===== config.mk =====
export PLATFORM = sky130hd
export DESIGN_NAME = spi_master_ctrl
export DESIGN_NICKNAME = d
export VERILOG_FILES = /design/src/rtl/spi_master_ctrl.sv
export SDC_FILE = /design/constraint.sdc
export NUM_CORES = 1
export LEC_CHECK = 0
export CAP_MARGIN = 25
export CORE_UTILIZATION = 45
export DETAILED_ROUTE_END_ITERATION = 6
export PLACE_DENSITY = 0.69
export SYNTH_ARGS = -nofsm -noshare
export SYNTH_HDL_FRONTEND = slang
export SYNTH_SLANG_ARGS = --single-unit

===== constraint.sdc =====
create_clock -name clk -period 2.05 [get_ports clk]
set_input_delay 0.41 -clock clk [delete_from_list [all_inputs] [get_ports clk]]
set_output_delay 0.41 -clock clk [all_outputs]
set_load 0.1 [all_outputs]

===== src/rtl/spi_master_ctrl.sv =====
// SPI master: serialises {cmd, data} MSB-first behind a one-cycle lead and,
// for read-data frames, shifts ADDR_SIZE bits back in from MISO.
module spi_master_ctrl #(
  parameter int unsigned ADDR_SIZE  = 8,
  parameter int unsigned TURNAROUND = 2
) (
  input  logic                 clk,
  input  logic                 rst,
  input  logic                 req_valid,
  output logic                 req_ready,
  input  logic [1:0]           req_cmd,
  input  logic [ADDR_SIZE-1:0] req_data,
  output logic                 rsp_valid,
  output logic [ADDR_SIZE-1:0] rsp_data,
  output logic                 busy,
  output logic                 SS_n,
  output logic                 MOSI,
  input  logic                 MISO
);

  localparam int unsigned FrameW = ADDR_SIZE + 2;
  localparam int unsigned CntMax = (FrameW > TURNAROUND) ? FrameW : TURNAROUND;
  localparam int unsigned CntW   = $clog2(CntMax + 1);

  // Counters run down to zero; each load is (cycles in state - 1).
  localparam logic [CntW-1:0] CntTx   = CntW'(FrameW - 1);
  localparam logic [CntW-1:0] CntWait = CntW'((TURNAROUND > 0) ? TURNAROUND - 1 : 0);
  localparam logic [CntW-1:0] CntRx   = CntW'(ADDR_SIZE - 1);

  typedef enum logic [2:0] {
    StIdle,
    StStart,
    StTx,
    StWait,
    StRx,
    StStop
  } state_e;

  state_e               state;
  logic [FrameW-1:0]    frame;
  logic                 rd;
  logic [CntW-1:0]      cnt;
  logic [ADDR_SIZE-1:0] rx_shift;
  logic [ADDR_SIZE-1:0] rx_next;

  assign req_ready = (state == StIdle);
  assign busy      = ~req_ready;
  assign rx_next   = {rx_shift[ADDR_SIZE-2:0], MISO};

  always_ff @(posedge clk) begin
    if (rst) begin
      state     <= StIdle;
      frame     <= '0;
      rd        <= 1'b0;
      cnt       <= '0;
      rx_shift  <= '0;
      rsp_valid <= 1'b0;
      rsp_data  <= '0;
      SS_n      <= 1'b1;
      MOSI      <= 1'b0;
    end else begin
      rsp_valid <= 1'b0;
      unique case (state)
        StIdle: begin
          if (req_valid) begin
            frame <= {req_cmd, req_data};
            rd    <= (req_cmd == 2'b11);
            cnt   <= '0;
            SS_n  <= 1'b0;
            MOSI  <= 1'b0;
            state <= StStart;
          end
        end
        StStart: begin
          // MOSI is registered, so each bit is presented on the edge entering its cycle.
          MOSI  <= frame[FrameW-1];
          frame <= {frame[FrameW-2:0], 1'b0};
          cnt   <= CntTx;
          state <= StTx;
        end
        StTx: begin
          if (cnt != '0) begin
            MOSI  <= frame[FrameW-1];
            frame <= {frame[FrameW-2:0], 1'b0};
            cnt   <= cnt - 1'b1;
          end else begin
            MOSI <= 1'b0;
            if (!rd) begin
              SS_n  <= 1'b1;
              cnt   <= '0;
              state <= StStop;
            end else if (TURNAROUND != 0) begin
              cnt   <= CntWait;
              state <= StWait;
            end else begin
              cnt   <= CntRx;
              state <= StRx;
            end
          end
        end
        StWait: begin
          if (cnt != '0) begin
            cnt <= cnt - 1'b1;
          end else begin
            cnt   <= CntRx;
            state <= StRx;
          end
        end
        StRx: begin
          rx_shift <= rx_next;
          if (cnt != '0) begin
            cnt <= cnt - 1'b1;
          end else begin
            // Publish on entry so rsp_valid is high during the STOP cycle itself.
            rsp_data  <= rx_next;
            rsp_valid <= 1'b1;
            SS_n      <= 1'b1;
            cnt       <= '0;
            state     <= StStop;
          end
        end
        StStop: begin
          cnt   <= '0;
          state <= StIdle;
        end
        default: begin
          SS_n  <= 1'b1;
          MOSI  <= 1'b0;
          state <= StIdle;
        end
      endcase
    end
  end

endmodule


# --- Yosys cells after proc, flatten, opt, wreduce, memory -nomap -nowiden ---
# Index checks and enable logic that the tools add are counted.
# W data, S select, Z words.
word_totals:
  ff_bits: 36
  input_bits: 14
  out_inout_bits: 13
  word_cells: 64
classes:
  add_sub_neg: 1
  eq_ne: 12
  muxes: 23
  bitwise: 5
  reduce_logical: 14
ops:
  columns: ["cell", "n"]
  rows:
  - ["$pmux W10 S3", 1]
  - ["$pmux W4 S6", 1]
  - ["$mux W10", 2]
  - ["$mux W4", 4]
  - ["$mux W3", 5]
  - ["$pmux W3 S5", 1]
  - ["$ne A2 B2 Y1 const B", 6]
  - ["$pmux W1 S4", 2]
  - ["$reduce_and A2 Y1", 4]
  - ["$mux W1", 7]
  - ["$eq A3 B2 Y1 const B", 2]
  - ["$eq A3 B3 Y1 const B", 2]
  - ["$reduce_bool A6 Y1", 1]
  - ["$reduce_or A3 Y1", 2]
  - ["$not A1 Y1", 5]
  - ["$reduce_and A5 Y1", 1]
  - ["$reduce_and A4 Y1", 1]
  - ["$reduce_bool A4 Y1", 1]
  - ["$sub A4 B1 Y4 const B", 1]
  - ["$eq A3 B1 Y1 const B", 1]
  - ["$logic_not A3 Y1", 1]
  - ["$reduce_and A3 Y1", 1]
  - ["$reduce_bool A3 Y1", 1]
  - ["$eq A2 B2 Y1 const B", 1]
  - ["$reduce_or A2 Y1", 1]

# --- Longest topological paths before layout ---
logic_depth:
  word_depth: 4
  mapped_depth: 7
  ltp_nobuf: 6

# --- Least setup slack after synthesis ---
# Ideal clock, no wire load.
synth_timing:
  path_kind: "flip-flop to output port"
  from: "register state[1]"
  to: "output port busy"
  t_arrival_ps: 3925
  t_required_ps: 1640
  slack_ps: -2285
  path_stages_with_launch: 4
  path_buffers: 1
  path_cell_list: "dfxtp_1 > buf_4 > nor3_1 > inv_1"
synth_via:
  elab_chain_cells: 2
synth_lines:
  columns: ["element", "line", "rtl"]
  rows:
  - ["from (decl)", "39", "state_e state;"]
  - ["from (signal assigned)", "52", "state <= StIdle;"]
  - ["from (signal assigned)", "71", "state <= StStart;"]
  - ["from (signal assigned)", "79", "state <= StTx;"]
  - ["$logic_not A3 Y1", "46", "assign req_ready = (state == StIdle);"]
  - ["via req_ready", "10", "output logic req_ready,"]
  - ["$not A1 Y1", "47", "assign busy = ~req_ready;"]
  - ["to (decl)", "15", "output logic busy,"]
# The timed path passes the listed nets, and every way through them passes these cells.

# --- Final worst setup path ---
layout_timing:
  from: "register state[1]"
  to: "output port busy"
layout_via:
  elab_chain_cells: 2
layout_lines:
  columns: ["element", "line"]
  rows:
  - ["$logic_not A3 Y1", "46"]
  - ["$not A1 Y1", "47"]
# Every way passes these cells.

==> results.cfg <==
[yosys]
number_of_enable_flip_flop_cells_after_synthesis = 0
synth_area_per_cell_um2 = 8.16
netlist_area_um2 = 1750
flip_flop_and_latch_count_after_synthesis = 36
syn_inst = 215
ys_dominant_reg_cell = sky130_fd_sc_hd__dfxtp_1
synth_seq_area_share_pct = 41.1
ys.warnings.count = 0
yosysUniqueCellTypes = 38
syn_nets = 231
async_set_or_reset_flop_fraction_in_the_synthesized_netlist_pct = 0

[hold_path]
min_from = rx_shift[6]$_SDFFE_PP0P_
timing.hold.worst.class = reg2reg

[critical_path]
critical_path.endpoint = busy
critPathSlowestCell = sky130_fd_sc_hd__dfxtp_1
worstSetupStartpoint = state[1]$_SDFFE_PP0P_
reg2reg_setup_slack_ns = 0.24
endpoint_kind = output port
crit_family = flip-flops
timing.critical_path.from_type = register
cp_data_arrival_time_ns = 1.44
timing.critical_path.required_ns = 1.64
crit_buf_inv = 2
timing.critical_path.fanout_max = 16
rr_worst_depth = 5
r2r_end = frame[9]$_SDFFE_PP0P_
worst_r2r_src = state[1]$_SDFFE_PP0P_
max_stage_delay_ns = 0.73
worstPathCellList = nor3_4 -> inv_1 -> buf_12
timing.setup.critical_path_class = reg2out
path_depth = 3

[clock_tree]
clkSlewWorstSetupHoldPaths_ns = 0.08
clockBufferDepth = 2
cts_tree = yes
holdBufCountCts = 0
cts_buffers = 5
clkLatencyLatePin_ns = 0.28
cts.htree.levels = 2
clock-sinks = 36
clk_root_buffer_cell = sky130_fd_sc_hd__clkbuf_8
cts_setup_buffers = 0
cts_resized = 0

[sta]
rel_slew_slack_pct = 58.0
layout_min_cycle_time_ns = 1.85
timing.fmax_mhz = 542
final_min_period_over_clock_period_pct = 90.0
finalSetupViolations = 0
fin_worst_skew_ns = 0.00960
timing_max_transition_violations_final = 0
unrepaired_setup_endpoints_after_global_routing = no
tns_ns = 0
finalHoldViolCount = 0
tightest_pin_transition_ns = 0.628

[drt]
route.detailed.drc = 0
drtIter0Drc = 99
totalWireLength_um = 3620
wl_per_cell_um = 12.6
first_pass_iters = 4
ant_nets = 0
drt-vias-per-instance = 5.33
vias = 1536

[pwr]
vdd_drop_max_uv = 613
total_switching_power_mw = 1.68
power.density_nw_per_um2 = 1720
power_frac_seq_pct = 28.8
clock_power_share_pct = 16.6
p_int_mw = 2.04
power.static_leakage_nw = 0.809
power.share.combinational_pct = 54.6
swShare_pct = 45.2

[cells_and_area]
drive_gt1_share_pct = 14.6
layout-area-overhead-vs-synth_pct = 23.0
nets = 255
diodes = 0
multi_input_comb_area_um2 = 935
fill_cells = 361
finalCoreUtilization_pct = 58.5
ff_latch_area_um2 = 721

[floorplan]
die_h_um = 64.4
io_pins = 27
fp.dieW_um = 64.4
core-area_um2 = 3690
row_count = 22
start_util_pct = 47.6
dieArea_um2 = 4150

[run_status]
outcome = finished, final reports clean

[global_route]
vias_in_the_first_global_route = 1481
global_route_wire_length_before_repair_um = 6460
initial_antenna_violation_count = 0
track_usage_pct = 19.8
globalRoute.totalOverflow = 0
maximum_number_of_pins_on_one_net_before_global_route_repair = 37

[place]
port-buffer-count = 26
dp_hpwl_um = 2450
placer_congestion_estimate = 0.801

[run]
max_cap_viol_count = 0
[state kept, by name, indices dropped and copies added (netlist names)]
register,cells
MOSI,1
SS_n,1
cnt,4
frame,10
rd,1
rsp_data,8
rsp_valid,1
rx_shift,7
state,3
[how the worst min path moves through the flow]
stage / end / slack, ns / depth (start not counted)
after global routing: rx_shift[6]$_SDFFE_PP0P_ / 0.49 / 2
after detailed placement: rx_shift[6]$_SDFFE_PP0P_ / 0.45 / 2
after global placement: rx_shift[6]$_SDFFE_PP0P_ / 0.45 / 2
after floorplan: rsp_data[7]$_SDFFE_PP0P_ / 0.43 / 2
after CTS: rx_shift[6]$_SDFFE_PP0P_ / 0.46 / 2
final: rx_shift[6]$_SDFFE_PP0P_ / 0.46 / 2
[power groups by stage]
| stage | Clock, mW | Sequential, mW | Combinational (mW) |
|---|---|---|---|
| finish | 0.617 | 1.07 | 2.03 |
| global route | 0.661 | 1.11 | 2.24 |
| CTS | 0.632 | 1.07 | 2.04 |
| detailed placement | 0 | 1.09 | 2.03 |
| global placement | 0 | 1.08 | 2.03 |
| floorplan | 0 | 1.10 | 1.61 |
[synthesized netlist by cell type (all sizes together), types with 2 or more instances]
cell / number / area, um^2
nand2b: 6 / 37.5
nor3: 4 / 20.0
a21oi: 30 / 150
o21ai: 5 / 25.0
clkbuf: 7 / 26.3
a31oi: 3 / 18.8
or3b: 2 / 17.5
nor2: 19 / 90.1
ha: 2 / 25.0
dfxtp: 36 / 721
nor3b: 2 / 37.5
nand3b: 4 / 30.0
buf: 10 / 72.6
a211oi: 9 / 67.6
mux2i: 9 / 90.1
or3: 3 / 18.8
o21a: 2 / 15.0
inv: 5 / 18.8
nand3: 2 / 10.0
a21o: 2 / 15.0
nand2: 41 / 154
[metrics by stage]
stage	area [um^2]	setup slack [ns]	hold WS (ns)	power [mW]	instances
6_report	2160	0.205	0.460	3.72	288
4_1_cts	2160	0.196	0.460	3.75	288
3_3_place_gp	2050	0.264	0.447	3.11	280
3_5_place_dp	2050	0.248	0.448	3.12	280
5_1_grt	2160	0.0434	0.485	4.00	288
2_1_floorplan	1770	-0.357	0.432	2.71	215
[cells by family after synthesis]
family | share of synthesized area (%)
compound gates | 20.0
mux | 5.14
flops | 41.1
simple gates | 25.1
fa+ha+maj | 1.43
buf+inv | 6.70
xor+xnor | 0.499
[cell type report]
class,count,area share (%)
Multi-Input combinational cell,157,43.3
Tap cell,48,2.78
Clock inverter,3,1.97
Inverter,5,0.870
Clock buffer,5,3.19
Timing Repair Buffer,34,14.5
Sequential cell,36,33.4
[placed cells by master (no fill, tap or decap), types with 2 or more instances in the layout]
cell,count
sky130_fd_sc_hd__nand3_1,2
sky130_fd_sc_hd__o21a_1,2
sky130_fd_sc_hd__dfxtp_1,36
sky130_fd_sc_hd__a31oi_1,3
sky130_fd_sc_hd__or3b_1,2
sky130_fd_sc_hd__clkdlybuf4s50_1,13
sky130_fd_sc_hd__nor3b_4,2
sky130_fd_sc_hd__buf_4,19
sky130_fd_sc_hd__nor2_1,17
sky130_fd_sc_hd__buf_12,2
sky130_fd_sc_hd__or3_1,3
sky130_fd_sc_hd__a211oi_1,9
sky130_fd_sc_hd__ha_1,2
sky130_fd_sc_hd__mux2i_1,9
sky130_fd_sc_hd__nand2b_1,6
sky130_fd_sc_hd__nand2_1,41
sky130_fd_sc_hd__nor3_1,3
sky130_fd_sc_hd__o21ai_0,5
sky130_fd_sc_hd__clkbuf_8,5
sky130_fd_sc_hd__a21oi_1,30
sky130_fd_sc_hd__nand3b_1,4
sky130_fd_sc_hd__inv_1,5
sky130_fd_sc_hd__a21o_1,2
[routing by layer]
metal,routed length (um),vias up,GRT usage (%)
met2,1720,31,32.8
met5,0,-,0
met1,1710,711,25.0
met3,144,4,4.23
met4,46,0,8.06
li1,-,790,-
[worst min-delay path, cell delays in order, from the launching register on]
cell and delay, ns:
sky130_fd_sc_hd__dfxtp_1 0.31, sky130_fd_sc_hd__nand2_1 0.05, sky130_fd_sc_hd__a21oi_1 0.05
Power figures use the tool's default switching activity.
